===== src/rtl/wave_meas_pkg.sv =====
// Shared types and widths for the waveform-measurement sequencer.
// Holds the state/wave-type enums, the result payload and the PAPR classifier.
package wave_meas_pkg;

  localparam int unsigned ADC_W  = 8;
  localparam int unsigned MS_W   = 16;
  localparam int unsigned SUM_W  = 24;
  localparam int unsigned PAPR_W = 8;

  typedef enum logic [2:0] {
    IDLE,
    PEAK,
    CALC1,
    RMS,
    CALC2,
    DIV,
    DONE
  } state_e;

  typedef enum logic [1:0] {
    WT_NONE   = 2'd0,
    WT_SINE   = 2'd1,
    WT_SQUARE = 2'd2,
    WT_TRI    = 2'd3
  } wave_type_e;

  typedef struct packed {
    logic [ADC_W-1:0]  vpp;
    logic [ADC_W-1:0]  dc_offset;
    logic [MS_W-1:0]   mean_sq;
    logic [PAPR_W-1:0] papr;
    wave_type_e        wave_type;
  } meas_result_t;

  // Inclusive PAPR windows; a flat signal (ms == 0) is always unknown.
  function automatic wave_type_e classify(
    input logic [PAPR_W-1:0] papr,
    input logic              ms_zero,
    input int unsigned       sq_lo,
    input int unsigned       sq_hi,
    input int unsigned       sine_lo,
    input int unsigned       sine_hi,
    input int unsigned       tri_lo,
    input int unsigned       tri_hi
  );
    int unsigned p;
    p = 32'(papr);
    if (ms_zero)                          return WT_NONE;
    else if (p >= sq_lo && p <= sq_hi)     return WT_SQUARE;
    else if (p >= sine_lo && p <= sine_hi) return WT_SINE;
    else if (p >= tri_lo && p <= tri_hi)   return WT_TRI;
    else                                   return WT_NONE;
  endfunction

endpackage


===== src/rtl/seq_divider.sv =====
// 16/16 restoring divider, one quotient bit per cycle; div_done pulses
// 16 cycles after div_start. Kept standalone so other blocks can share it.
module seq_divider
  import wave_meas_pkg::*;
(
  input  logic            clk,
  input  logic            rst_n,
  input  logic            div_start,
  input  logic [MS_W-1:0] dividend,
  input  logic [MS_W-1:0] divisor,
  output logic            div_done,
  output logic [MS_W-1:0] quotient
);

  localparam int unsigned CNT_W = $clog2(MS_W);

  logic             busy_q, busy_d;
  logic             done_q, done_d;
  logic [CNT_W-1:0] cnt_q, cnt_d;
  logic [MS_W-1:0]  quo_q, quo_d;
  logic [MS_W-1:0]  dsr_q, dsr_d;
  logic [MS_W-1:0]  rem_q, rem_d;
  logic [MS_W:0]    shifted;
  logic [MS_W:0]    trial;

  always_comb begin
    busy_d  = busy_q;
    done_d  = 1'b0;
    cnt_d   = cnt_q;
    quo_d   = quo_q;
    dsr_d   = dsr_q;
    rem_d   = rem_q;
    shifted = {rem_q, quo_q[MS_W-1]};
    trial   = shifted - {1'b0, dsr_q};
    if (div_start) begin
      busy_d = 1'b1;
      cnt_d  = '0;
      quo_d  = dividend;
      dsr_d  = divisor;
      rem_d  = '0;
    end else if (busy_q) begin
      // Sign bit of the trial subtraction decides restore vs keep.
      if (trial[MS_W]) begin
        rem_d = shifted[MS_W-1:0];
        quo_d = {quo_q[MS_W-2:0], 1'b0};
      end else begin
        rem_d = trial[MS_W-1:0];
        quo_d = {quo_q[MS_W-2:0], 1'b1};
      end
      cnt_d = cnt_q + CNT_W'(1);
      if (cnt_q == CNT_W'(MS_W - 1)) begin
        busy_d = 1'b0;
        done_d = 1'b1;
      end
    end
  end

  always_ff @(posedge clk or negedge rst_n) begin
    if (!rst_n) begin
      busy_q <= 1'b0;
      done_q <= 1'b0;
      cnt_q  <= '0;
      quo_q  <= '0;
      dsr_q  <= '0;
      rem_q  <= '0;
    end else begin
      busy_q <= busy_d;
      done_q <= done_d;
      cnt_q  <= cnt_d;
      quo_q  <= quo_d;
      dsr_q  <= dsr_d;
      rem_q  <= rem_d;
    end
  end

  assign div_done = done_q;
  assign quotient = quo_q;

endmodule


===== src/rtl/wave_measure_ctrl.sv =====
// Scheduled peak / mean-square / PAPR / classify cycle on the ADC stream.
// Define CONT_MEAS_EN for back-to-back measurements without a new start.
module wave_measure_ctrl
  import wave_meas_pkg::*;
#(
  parameter int unsigned FRE_DIV = 1249,
  parameter int unsigned LOG2_N  = 6,
  parameter int unsigned SQ_LO   = 3,
  parameter int unsigned SQ_HI   = 5,
  parameter int unsigned SINE_LO = 6,
  parameter int unsigned SINE_HI = 9,
  parameter int unsigned TRI_LO  = 10,
  parameter int unsigned TRI_HI  = 14
) (
  input  logic              clk,
  input  logic              rst_n,
  input  logic              start,
  input  logic              abort,
  input  logic [ADC_W-1:0]  adc_data,
  output logic              busy,
  output logic              done,
  output logic [ADC_W-1:0]  vpp,
  output logic [ADC_W-1:0]  dc_offset,
  output logic [MS_W-1:0]   mean_sq,
  output logic [PAPR_W-1:0] papr,
  output logic [1:0]        wave_type
);

  localparam int unsigned STB_W  = (FRE_DIV > 0) ? $clog2(FRE_DIV + 1) : 1;
  localparam int unsigned SCNT_W = LOG2_N + 1;
  localparam int unsigned N_SAMP = 1 << LOG2_N;
  localparam int unsigned PROD_W = 2 * ADC_W + 2;

  state_e             state_q, state_d;
  logic [STB_W-1:0]   stb_cnt_q, stb_cnt_d;
  logic [SCNT_W-1:0]  scnt_q, scnt_d;
  logic [ADC_W-1:0]   max_q, max_d;
  logic [ADC_W-1:0]   min_q, min_d;
  logic [ADC_W-1:0]   vpp_int_q, vpp_int_d;
  logic [ADC_W-1:0]   dc_int_q, dc_int_d;
  logic [SUM_W-1:0]   sum_q, sum_d;
  logic [MS_W-1:0]    ms_q, ms_d;
  meas_result_t       res_q, res_d;
  logic               busy_q, busy_d;
  logic               done_q, done_d;
  logic               div_start_q, div_start_d;

  logic               strobe;
  logic               last_samp;
  logic signed [PROD_W-1:0] diff;
  logic signed [PROD_W-1:0] sq;
  logic [MS_W-1:0]    ms_now;
  logic [PAPR_W-1:0]  papr_sat;
  logic               div_done;
  logic [MS_W-1:0]    quotient;
  logic [MS_W-1:0]    dividend;

  assign strobe    = (stb_cnt_q == STB_W'(FRE_DIV));
  assign last_samp = (scnt_q == SCNT_W'(N_SAMP - 1));
  assign diff      = $signed(PROD_W'(adc_data)) - $signed(PROD_W'(dc_int_q));
  assign sq        = diff * diff;
  assign ms_now    = MS_W'(sum_q >> LOG2_N);
  assign papr_sat  = (quotient > MS_W'(255)) ? {PAPR_W{1'b1}} : quotient[PAPR_W-1:0];
  assign dividend  = MS_W'(vpp_int_q) * MS_W'(vpp_int_q);

  seq_divider u_div (
    .clk       (clk),
    .rst_n     (rst_n),
    .div_start (div_start_q),
    .dividend  (dividend),
    .divisor   (ms_q),
    .div_done  (div_done),
    .quotient  (quotient)
  );

  // Next-state and datapath; abort overrides every in-flight event.
  always_comb begin
    state_d     = state_q;
    stb_cnt_d   = strobe ? '0 : stb_cnt_q + STB_W'(1);
    scnt_d      = scnt_q;
    max_d       = max_q;
    min_d       = min_q;
    vpp_int_d   = vpp_int_q;
    dc_int_d    = dc_int_q;
    sum_d       = sum_q;
    ms_d        = ms_q;
    res_d       = res_q;
    done_d      = 1'b0;
    div_start_d = 1'b0;

    if (abort) begin
      state_d = IDLE;
    end else begin
      case (state_q)
        IDLE: begin
          if (start) begin
            state_d   = PEAK;
            stb_cnt_d = '0;
            scnt_d    = '0;
            max_d     = '0;
            min_d     = '1;
          end
        end
        PEAK: begin
          if (strobe) begin
            if (adc_data > max_q) max_d = adc_data;
            if (adc_data < min_q) min_d = adc_data;
            scnt_d = scnt_q + SCNT_W'(1);
            if (last_samp) state_d = CALC1;
          end
        end
        CALC1: begin
          vpp_int_d = max_q - min_q;
          dc_int_d  = ADC_W'(({1'b0, max_q} + {1'b0, min_q}) >> 1);
          sum_d     = '0;
          scnt_d    = '0;
          state_d   = RMS;
        end
        RMS: begin
          if (strobe) begin
            sum_d  = sum_q + SUM_W'($unsigned(sq));
            scnt_d = scnt_q + SCNT_W'(1);
            if (last_samp) state_d = CALC2;
          end
        end
        CALC2: begin
          ms_d = ms_now;
          if (ms_now == '0) begin
            res_d.vpp       = vpp_int_q;
            res_d.dc_offset = dc_int_q;
            res_d.mean_sq   = '0;
            res_d.papr      = '0;
            res_d.wave_type = WT_NONE;
            done_d          = 1'b1;
            state_d         = DONE;
          end else begin
            div_start_d = 1'b1;
            state_d     = DIV;
          end
        end
        DIV: begin
          if (div_done) begin
            res_d.vpp       = vpp_int_q;
            res_d.dc_offset = dc_int_q;
            res_d.mean_sq   = ms_q;
            res_d.papr      = papr_sat;
            res_d.wave_type = classify(papr_sat, 1'b0, SQ_LO, SQ_HI,
                                       SINE_LO, SINE_HI, TRI_LO, TRI_HI);
            done_d          = 1'b1;
            state_d         = DONE;
          end
        end
        DONE: begin
`ifdef CONT_MEAS_EN
          state_d   = PEAK;
          stb_cnt_d = '0;
          scnt_d    = '0;
          max_d     = '0;
          min_d     = '1;
`else
          state_d   = IDLE;
`endif
        end
        default: state_d = IDLE;
      endcase
    end

    busy_d = (state_d != IDLE);
  end

  always_ff @(posedge clk or negedge rst_n) begin
    if (!rst_n) begin
      state_q     <= IDLE;
      stb_cnt_q   <= '0;
      scnt_q      <= '0;
      max_q       <= '0;
      min_q       <= '0;
      vpp_int_q   <= '0;
      dc_int_q    <= '0;
      sum_q       <= '0;
      ms_q        <= '0;
      res_q       <= '0;
      busy_q      <= 1'b0;
      done_q      <= 1'b0;
      div_start_q <= 1'b0;
    end else begin
      state_q     <= state_d;
      stb_cnt_q   <= stb_cnt_d;
      scnt_q      <= scnt_d;
      max_q       <= max_d;
      min_q       <= min_d;
      vpp_int_q   <= vpp_int_d;
      dc_int_q    <= dc_int_d;
      sum_q       <= sum_d;
      ms_q        <= ms_d;
      res_q       <= res_d;
      busy_q      <= busy_d;
      done_q      <= done_d;
      div_start_q <= div_start_d;
    end
  end

  assign busy      = busy_q;
  assign done      = done_q;
  assign vpp       = res_q.vpp;
  assign dc_offset = res_q.dc_offset;
  assign mean_sq   = res_q.mean_sq;
  assign papr      = res_q.papr;
  assign wave_type = res_q.wave_type;

endmodule


===== config.mk =====
export PLATFORM = sky130hd
export DESIGN_NAME = wave_measure_ctrl
export DESIGN_NICKNAME = d
export VERILOG_FILES = /design/src/rtl/wave_meas_pkg.sv /design/src/rtl/seq_divider.sv /design/src/rtl/wave_measure_ctrl.sv
export SDC_FILE = /design/constraint.sdc
export NUM_CORES = 1
export LEC_CHECK = 0
export CAP_MARGIN = 30
export CELL_PAD_IN_SITES_DETAIL_PLACEMENT = 0
export CELL_PAD_IN_SITES_GLOBAL_PLACEMENT = 1
export CORE_MARGIN = 5
export CORE_UTILIZATION = 30
export DETAILED_ROUTE_END_ITERATION = 8
export DONT_BUFFER_PORTS = 1
export GPL_ROUTABILITY_DRIVEN = 0
export PLACE_DENSITY = 0.55
export SLEW_MARGIN = 0
export SYNTH_ARGS = -nofsm -noshare
export SYNTH_HDL_FRONTEND = slang
export SYNTH_HIERARCHICAL = 1
export SYNTH_SLANG_ARGS = --single-unit

===== constraint.sdc =====
create_clock -name clk -period 8.81 [get_ports clk]
set_input_delay 1.762 -clock clk [delete_from_list [all_inputs] [get_ports clk]]
set_output_delay 1.762 -clock clk [all_outputs]
set_load 0.005 [all_outputs]

Word level (Yosys, flattened, before mapping)
Cells that the tools add are included.
- reductions and logical operators: 19
- multiplexer cells: 54
- multiply operators: 2
- eq/ne operators: 16
- bitwise operators: 1
- magnitude comparators: 9
- add/sub/neg operators: 8
- operators by type and width (operator ; number):
    $mux W42 ; 2
    $pmux W42 S2 ; 1
    $mux W16 ; 5
    $mux W8 ; 7
    $pmux W24 S2 ; 1
    $mux W11 ; 4
    $pmux W8 S2 ; 2
    $add A24 B18 Y24 ; 1
    $mux W24 ; 1
    $mux W3 ; 7
    $pmux W7 S3 ; 1
    $mul A9 B9 Y18 ; 1
    $pmux W3 S6 ; 1
    $sub A17 B16 Y17 ; 1
    $gt A16 B8 Y1 const B ; 1
    $le A8 B4 Y1 const B ; 2
    $logic_not A16 Y1 ; 1
    $mul A8 B8 Y16 ; 1
    $mux W7 ; 2
    $mux W1 ; 13
    $ne A2 B2 Y1 const B ; 6
    $add A11 B1 Y11 const B ; 1
    $eq A11 B11 Y1 const B ; 1
    $reduce_and A5 Y1 ; 2
    other kinds (29) ; 44
- output and inout bits: 44
- bits in registers: 192
- logic and storage cells: 132
- input port bits: 12

Logic depth before layout (Yosys ltp)
- depth in word-level cells: 9
- depth in mapped cells: 37
- mapped depth without buffers: 37

Cells and area by module
The synthesis kept the hierarchy.
- by module, submodules not included (module ; cells each ; instances ; area an instance (um^2) ; seq. area each (um^2)):
    wave_measure_ctrl ; 1244 ; 1 ; 11900.2 ; 3403.3
    seq_divider ; 357 ; 1 ; 3204.3 ; 1351.3

Worst setup path before layout
No wires, ideal clock.
- path kind: input -> register
- from: in adc_data[0]
- to: reg sum_q[21]
- path slack: -0.272 ns
- data required time: 8.681 ns
- data arrival time: 8.953 ns
- stages on the path: 35
- setup time: 0.129 ns
- buffers on the path: 1
- cells stage by stage: inv_1 > ha_1 > inv_1 > fa_1 > a21oi_1 > o22ai_1 > or3_1 > and2_1 > clkbuf_1 > nand2_1 > inv_1 > fa_1 > inv_1 > fa_1 > inv_1 > fa_1 > fa_1 > inv_1 > fa_1 > inv_1 > ha_1 > o21ai_0 > o21ai_1 > o211a_1 > o31a_1 > or4_1 > a31oi_1 > xnor2_1 > ha_1 > o211ai_1 > a211oi_2 > nand2_1 > a41oi_1 > xnor2_1 > nor2_1
- longest elaborated chain between the ends: 5
- ends and longest elaborated chain (item ; line ; text):
    start: declaration ; wave_measure_ctrl.sv:19 ; input logic [ADC_W-1:0] adc_data,
    $sub A8 B8 Y9 ; wave_measure_ctrl.sv:60 ; assign diff = $signed(PROD_W'(adc_data)) - $signed(PROD_W'(dc_int_q));
    $mul A9 B9 Y18 ; wave_measure_ctrl.sv:61 ; assign sq = diff * diff;
    $add A24 B18 Y24 ; wave_measure_ctrl.sv:121 ; sum_d = sum_q + SUM_W'($unsigned(sq));
    $mux W24 ; wave_measure_ctrl.sv:120 ; if (strobe) begin
    $pmux W24 S2 ; wave_measure_ctrl.sv:94 ; case (state_q)
    end signal: assignment ; wave_measure_ctrl.sv:194 ; sum_q <= sum_d;
    end: declaration ; wave_measure_ctrl.sv:41 ; logic [SUM_W-1:0] sum_q, sum_d;
No other way between the ends. The select of a mux whose other input is x is not followed.
A chain may end at the register's enable or synchronous reset.

Worst setup path in the final report
- from: in adc_data[0]
- to: reg sum_q[17]
The elaborated chain is that of the path after synthesis.

==> impl_results.md <==
- Critical Path AT: 8.72 ns
- Max Transition Viols Final: 0
- Mapped cell area: roughly 0.015 mm2
- Via count: 11,000
- H-tree Lvls: 4
- Core box area: 0.0500 mm2
- DRC viols: 0
- XOR/XNOR Fraction of Synth Area: 5.09%
- Post-Synth Adder-Cell Area: 23.8%
- Reg2Reg Depth: 33
- IO Port Bufs: 0
- Simple-gate share of the synthesized area: between 10% and 20%
- Clock buffer count from CTS: 17
- Max-slew headroom: 39.8%
- Fmax: between 100 and 150 MHz
- Post_cts resized: 0
- Worst hold path type: reg -> reg
- Total Wirelength: approximately 39 mm
- Hold_ws: a little under 0.5 ns
- Vias per Instance: 4.80
- Critical Path RT: 9.18 ns
- Detail Route Antenna Nets: 0
- Synth warnings: 6
- Root buffer cell: clkbuf_16
- Synth-to-Final Area Change: 11.3%
- Async S/R FF share, synth: 100%
- Die Span X: about 230 um
- Layout cells sized above 1: a little under 9%
- DIE HEIGHT: roughly 230 um
- Yosys top cell by area: dfrtp_1
- Avg Cell Area, Syn: 9.43 um2
- Crit share post-route: 94.7%
- Worst setup EP type: flop
- Setup Skew: 0.0143 ns
- WS Path Type: in -> reg
- R2R Setup Slk: 1.33 ns
- HPWL Detailed: roughly 30 mm
- DR WL/cell: 16.8 um
- Final Critical Period: 8.35 ns
- Worst Tran Pin Value: 0.903 ns
- Hold path cells: 2
- Ranking of synthesized cells by area: dfrtp_1, ha_1, fa_1, inv_1, nand2_1
- DR iter-0 viols: 581
- Post-synth EDFFs: 0
- Max Buffers Root-to-Sink: 2
- Synth top area share: 31.5%
- Initial cell density of the core: 30.2%
- Number of global-route vias before repair: around 11,000
- Share of the yosys chip area belonging to registers: 31.5%
- Synth Flop Type: dfrtp_1
- Syn_nets: 1,849
- Fin cells: around 2,300
- Ports: 56
- NumNets Final: 1,864
- Hold_sp: sum_q[0]
- CTS clk-pin slew, worst paths: ~0.09 ns
- Clk Latency, worst-skew pair: 0.48 ns
- # rows: 82
- Post-Syn Instances: around 1,600
- Hold buffers post-CTS: 0
- Drt pass-1 iters: 5
- Worst Hold End: sum_q[0]
- Die area: between 0.05 and 0.06 mm2
- Largest net degree at the start of global routing: 191
- Outcome: finished clean
- Post-synthesis compound-gate area fraction: 16.1%
- Crit-path max cell delay: about 0.54 ns
- Largest family of logic cells by synthesized area: adder cells
- Cell mode on critical path: inv_1
- Reg2reg end: sum_q[17]
- CP max FO: 3
- Slowest-stage cell, CP: fa_1
- Max_cap viols: 0
- Dpl cells: roughly 2,300
- GR Overflow Total: 0
- RSZ-0062 raised after global routing: no
- FF-to-FF Start: dc_int_q[0]
- Initial antenna violation count: 0
- Mux cell area share after synthesis: around 3.9%
- CTS tree: built
- Crit start category: input port
- # setup viols final: 0
- Most frequent cells in the layout: dfrtp_1, inv_1, nand2_1
- N_diodes: 0
- Synth Register Bits: 190
- Clk sinks: 190
- Distinct cell type count after synthesis: 85
- Global-route wire length before repair: 62.4 mm
- Leading cell type in the layout, fill and taps excluded: dfrtp_1
- Hold Fails Final Rpt: 0
- Postcts setup bufs: 0
- Total GRT Usage: 14.3%
-- sequential cells by signal, summed over array words and instances (netlist names), 11 cells and up --
name	count
u_div/rem_q	16
ms_q	16
sum_q	22
u_div/dsr_q	16
stb_cnt_q	11
mean_sq	16
u_div/quotient	16
-- through the flow --
step | util, % | instance area [um2] | worst slack [ns] | setup TNS (ns)
3_3_place_gp | 32.3 | 16200 | -0.0123 | -0.0219
3_5_place_dp | 32.3 | 16200 | -0.0641 | -0.135
6_report | 33.6 | 16800 | 0.464 | 0
4_1_cts | 33.6 | 16800 | 0.458 | 0
2_1_floorplan | - | 15100 | 0.0159 | 0
5_1_grt | 33.6 | 16800 | 0.0156 | 0
-- critical path: cells and delay by family --
family / cells / cell delay (ns)
compound gates: 10 / 1.88
buf+inv: 7 / 0.36
fa+ha+maj: 9 / 3.50
xor+xnor: 2 / 0.36
simple gates: 6 / 0.83
-- final cells by class --
type / instances / area (um2)
inverters: 176 / 661
repair buffers: 54 / 405
multi-input cells: 1177 / 9490
clock buffers: 17 / 425
fillers: 5158 / 33200
well taps: 672 / 841
flip-flops and latches: 190 / 4760
clock inverters: 15 / 225
-- logic make-up after synthesis --
family | count (synthesis)
DFF | 190
xor gates and xnor gates | 86
and+or+nand+nor | 443
buffers and inverters | 234
AOI/OAI and AO/OA | 356
other | 1
muxes | 55
adders and majority gates | 236
-- per-layer routing --
metal  vias to the layer above  global-route usage [%]  wire (um)
li1                       5531                       -          -
met1                      5351                    20.0      19100
met2                       120                    23.3      18000
met3                        40                    1.73        792
met4                         0                    4.58        858
met5                         -                       0          0
-- cell usage after synthesis, drive strengths merged (11+ instances only) --
| master | number |
|---|---|
| xnor2 | 58 |
| nand3 | 38 |
| xor2 | 28 |
| a21oi | 61 |
| clkbuf | 48 |
| a21o | 23 |
| a211oi | 19 |
| nor2 | 103 |
| and2 | 32 |
| o21ai | 104 |
| nor3 | 20 |
| dfrtp | 190 |
| nand2b | 12 |
| mux2 | 28 |
| o21a | 18 |
| o31ai | 13 |
| nand2 | 172 |
| mux2i | 27 |
| and3 | 12 |
| inv | 175 |
| fa | 85 |
| ha | 151 |
| nor2b | 11 |
| a22o | 28 |
-- worst max path at each step --
stage / from / cells past startpoint / endpoint / slack (ns)
6_report: adc_data[0] / 34 / sum_q[17] / 0.46
4_1_cts: adc_data[0] / 34 / sum_q[21] / 0.46
2_1_floorplan: adc_data[0] / 35 / sum_q[21] / 0.02
3_5_place_dp: adc_data[0] / 34 / sum_q[21] / -0.06
5_1_grt: adc_data[0] / 33 / sum_q[17] / 0.02
3_3_place_gp: adc_data[0] / 34 / sum_q[21] / -0.01
Power is not shown: default switching activity piles up to over one toggle a cycle in this logic, so the estimate is an artifact.
